===== config.mk =====
export PLATFORM = sky130hd
export DESIGN_NAME = imem_boot_loader
export DESIGN_NICKNAME = d
export VERILOG_FILES = /design/src/rtl/imem_boot_loader.sv
export SDC_FILE = /design/constraint.sdc
export NUM_CORES = 1
export LEC_CHECK = 0
export BUFFER_PORTS_ARGS = -buffer_cell sky130_fd_sc_hd__buf_2
export CAP_MARGIN = 20
export CORE_ASPECT_RATIO = 0.75
export CORE_UTILIZATION = 54
export CTS_CLUSTER_SIZE = 10
export DETAILED_ROUTE_END_ITERATION = 10
export PLACE_DENSITY_LB_ADDON = 0.12
export RECOVER_POWER = 25
export SETUP_SLACK_MARGIN = 0.3
export SLEW_MARGIN = 10
export SYNTH_ARGS = -nofsm -noshare
export SYNTH_HDL_FRONTEND = slang
export SYNTH_SLANG_ARGS = --single-unit

===== constraint.sdc =====
create_clock -name clk1 -period 3.4 [get_ports clk1]
set_input_delay 0.34 -clock clk1 [delete_from_list [all_inputs] [get_ports clk1]]
set_output_delay 0.34 -clock clk1 [all_outputs]
set_load 0.03 [all_outputs]

===== src/rtl/imem_boot_loader.sv =====
// Streams a program image into instruction memory from address 0,
// then releases the core and waits for it to halt.
module imem_boot_loader #(
  parameter int ADDR_W    = 10,
  parameter int MAX_WORDS = 1024
) (
  input  logic              clk1,
  input  logic              rst_n,
  input  logic              start,
  input  logic              in_valid,
  input  logic [31:0]       in_data,
  input  logic              in_last,
  output logic              in_ready,
  output logic              mem_we,
  output logic [ADDR_W-1:0] mem_addr,
  output logic [31:0]       mem_wdata,
  output logic              core_run,
  input  logic              halted,
  output logic              busy,
  output logic              done,
  output logic              err,
  output logic [ADDR_W:0]   word_count,
  output logic [31:0]       checksum
);

  typedef enum logic [2:0] {
    IDLE,
    LOAD,
    FLUSH,
    RUN,
    DONE,
    ERR
  } state_t;

  localparam logic [ADDR_W:0] MAX_CNT = (ADDR_W+1)'(MAX_WORDS);

  state_t          state;
  state_t          state_n;
  logic            hs;
  logic            restart;
  logic            ovf;
  logic [ADDR_W:0] cnt_inc;

  assign hs      = in_valid & in_ready;
  assign cnt_inc = word_count + (ADDR_W+1)'(1);
  assign restart = start & ((state == IDLE) | (state == DONE));
  assign ovf     = hs & ~in_last & (cnt_inc == MAX_CNT);

  always_comb begin
    state_n  = state;
    in_ready = 1'b0;
    core_run = 1'b0;
    busy     = 1'b0;
    unique case (state)
      IDLE: begin
        if (start) state_n = LOAD;
      end
      LOAD: begin
        in_ready = 1'b1;
        busy     = 1'b1;
        if (hs && in_last) state_n = FLUSH;
        else if (ovf)      state_n = ERR;
      end
      FLUSH: begin
        busy    = 1'b1;
        state_n = RUN;
      end
      RUN: begin
        core_run = 1'b1;
        busy     = 1'b1;
        if (halted) state_n = DONE;
      end
      DONE: begin
        if (start) state_n = LOAD;
      end
      ERR: begin
        state_n = ERR;
      end
      default: state_n = IDLE;
    endcase
  end

  // The write is registered, so it lands one cycle after its handshake.
  always_ff @(posedge clk1) begin
    if (!rst_n) begin
      state      <= IDLE;
      mem_we     <= 1'b0;
      mem_addr   <= '0;
      mem_wdata  <= '0;
      word_count <= '0;
      checksum   <= '0;
      done       <= 1'b0;
      err        <= 1'b0;
    end else begin
      state  <= state_n;
      mem_we <= hs;
      if (hs) begin
        mem_addr   <= word_count[ADDR_W-1:0];
        mem_wdata  <= in_data;
        word_count <= cnt_inc;
        checksum   <= checksum + in_data;
      end
      if (restart) begin
        word_count <= '0;
        checksum   <= '0;
        done       <= 1'b0;
        err        <= 1'b0;
      end
      if (state == RUN && halted) done <= 1'b1;
      if (ovf) err <= 1'b1;
    end
  end

endmodule


==> run_results.csv <==
group,metric,value,unit
global_routing,grt_max_degree,50,
placed_design,io_buffers,128,
cells_and_area,regArea,1820,um2
floorplanning,core_area,9200,um2
cts,cts-root-buf,"clkbuf_16",
cells_and_area,nNetsFinal,827,
worst_setup_path,max_stage_delay,0.43,ns
worst_setup_path,endpoint_kind,"flop",
worst_hold_path,hold_path_depth,3,
yosys,synth_area,5220,um2
drt,first_pass_iters,5,
global_routing,grt_first_pass_wirelength,22000,um
sta,finalSetupTns,0,ns
placed_design,pre_cts_ws,0.636,ns
worst_setup_path,r2r.worst_path.cells,10,
worst_setup_path,slowest_stage,"fa_1",
floorplanning,die-area,10100,um2
worst_hold_path,hp-class,"in2reg",
sta,maxSlewHeadroom,49.5,%
yosys,synthCells,648,
drt,post_drt_wl_per_cell,15.2,um
worst_setup_path,required,3.64,ns
cells_and_area,antennaDiodeCount,0,
yosys,synth_edf_count,0,
cells_and_area,drive_above_1_share,16.6,%
worst_setup_path,cp.arrival,2.89,ns
worst_setup_path,critPathBufInv,0,
sta,setup_viol,0,
worst_setup_path,critical_path_depth,10,
sta,hold-worst-slack,0.256,ns
cts,postCtsSetupBuffers,0,
global_routing,grt_pass1_vias,4642,
sta,fin_crit_sh,78.0,%
drt,drt_iter0_drc,380,
worst_setup_path,path_max_fanout,3,
drt,drc,0,
worst_setup_path,crit_path_frequent_cell,"a22o_1",
yosys,synthMostInstantiatedCell,"nand2_1",
global_routing,grt_remaining_overflow,0,
cts,cts_tree,"done",
yosys,ys.flop_type,"dfxtp_1",
floorplanning,die_y,87.1,um
cells_and_area,multi_input_area,3210,um2
status,status,"completed",
cells_and_area,fillCellCount,807,
yosys,synth.largest_area_cell,"dfxtp_1",
sta,report.final.slew_viol_count,0,
floorplanning,die_x,115,um
worst_setup_path,crit_type,"reg2reg",
yosys,ys.warnings.count,0,
yosys,ys_top_cells_by_count,"148 x nand2_1, 91 x dfxtp_1, 46 x nor2_1",
power,p_per_area,453,nW/um2
sta,setup_slack,0.749,ns
drt,vias,5008,
sta,max_freq,0.377,GHz
placed_design,hpwl,9770,um
drt,wl,13500,um
worst_setup_path,path_cells,"ha_1 -> fa_1 -> a21o_1 -> a22o_1 -> o211ai_2 -> a2bb2oi_2 -> a21oi_1 -> o21ai_1 -> xor2_1 -> a22o_1",
yosys,synth.yosys.seq_area_share,34.9,%
yosys,avgSynthCellArea,8.05,um2
cts,htreeDepth,3,
cts,cts.sinks,91,
yosys,ys_async_sr_fraction,0,%
yosys,ys_types,73,
worst_setup_path,crit_family,"compound AO/OA/AOI/OAI gates",
drt,via_per_inst,5.63,
sta,skew,0.00464,ns
sta,worst_pin_slew,0.755,ns
yosys,syn_nets,719,
floorplanning,placementRows,30,
yosys,synthTopCellsByArea,"dfxtp_1 35%, nand2_1 11%, ha_1 7.7%, a21boi_0 6.5%, a21oi_1 4.2%",
drt,antenna_left,0,
yosys,ys_ff_latch,91,
floorplanning,io_pins,129,
placed_design,place_congestion,0.935,
power,power,0.00278,W
cts,cts_inserted_buffers,9,
sta,rsz0062_at_grt,"no",
power,peakVddDrop,0.000329,V
cts,ctsResizeCount,0,
job,drv_cap,0,
yosys,synth_top_area_share,34.9,%
cts,cts_buffer_depth,2,
power,p_leak,2.57,nW
sta,period_needed,2.65,ns
cts,clk_pin_slew,0.07,ns
cts,clk_latency,0.34,ns
global_routing,grt_use_total,27.6,%
worst_setup_path,start_kind,"flop",
cells_and_area,syn_to_final_growth,17.6,%
floorplanning,start_util,56.7,%
sta,final-hold-violation-count,0,
cts,holdBufCountCts,0,
global_routing,grt_antenna_before_repair,0,
[metal layers]
layer | global-route usage, % | wire [um] | vias to the layer above
met4 | 8.74 | 206 | 0
met2 | 43.2 | 5930 | 177
met1 | 37.8 | 6530 | 2308
li1 | - | - | 2505
met3 | 5.98 | 870 | 18
met5 | 0 | 0 | -
[final timing paths]
path | from | end | slack, ns
worst min register to register | mem_wdata[5]$_SDFFE_PN0N_ | mem_wdata[5]$_SDFFE_PN0N_ | 0.46
worst max register to register | checksum[0]$_SDFFE_PP0N_ | checksum[24]$_SDFFE_PP0N_ | 0.75
worst min-delay path | in_data[8] | mem_wdata[8]$_SDFFE_PN0N_ | 0.26
worst max-delay path | checksum[0]$_SDFFE_PP0N_ | checksum[24]$_SDFFE_PP0N_ | 0.75
[cells by family (layout without fill, tap and decap cells)]
group                    Yosys count  count (layout)  share of synthesized area, %
AO/OA/AOI/OAI                    184             184                          24.7
XOR/XNOR                          34              34                          5.71
adder cells (fa/ha/maj)           33              33                          8.06
buffers and inverters             40             153                          3.50
flip-flops                        91              91                          34.9
multiplexers                       2               2                         0.384
AND/OR/NAND/NOR                  264             264                          22.7
[sequential cells by signal, indices dropped and copies added (netlist names)]
| name | count |
|---|---|
| checksum | 32 |
| done | 1 |
| err | 1 |
| mem_addr | 10 |
| mem_wdata | 32 |
| mem_we | 1 |
| state | 3 |
| word_count | 11 |
[tightest hold or removal path, stage by stage]
cell and delay [ns]:
buf_2 0.11, nand2_1 0.04, a21boi_0 0.06
[metrics by stage]
step                      std cells  util [%]  area [um2]
after global placement          873      64.0        5890
final                           889      66.7        6130
after global routing            889      66.7        6130
after detailed placement        873      64.0        5890
after floorplan                 648         -        5220
after CTS                       889      67.3        6190
[layout make-up]
class | instances | area share [%]
Sequential cell | 91 | 29.7
Timing Repair Buffer | 132 | 10.0
Tap cell | 128 | 2.61
Clock inverter | 5 | 0.979
Multi-Input combinational cell | 517 | 52.4
Clock buffer | 11 | 3.96
Inverter | 5 | 0.306
[placed cells by master (no fill, tap or decap), types with 3 or more instances in the layout]
master and count:
buf_2 84, ha_1 32, nand4_1 9, dfxtp_1 91
a21boi_0 45, clkbuf_16 9, a31oi_1 3, nor3_1 16
and2_1 3, clkbuf_1 45, o211ai_1 5, o21ai_1 8
inv_1 5, buf_4 4, nand2_1 147, xor2_1 19
nor2_1 46, a211o_1 3, o21ai_0 17, a22o_1 5
nand3_1 8, or2_2 3, a211oi_1 6, o21bai_1 6
o21a_1 4, a21oi_1 44, and3_1 3, a21o_1 10
nand2b_1 6, xnor2_1 15
[power breakdown]
part | internal (W) | leakage, nW | total (W) | switching [W]
clock network | 0.000596 | 0.152 | 0.00103 | 0.000436
logic | 0.000198 | 1.68 | 0.000595 | 0.000397
registers | 0.00111 | 0.738 | 0.00115 | 0.0000372
total | 0.00191 | 2.57 | 0.00278 | 0.000870
Power figures use the tool's default switching activity.
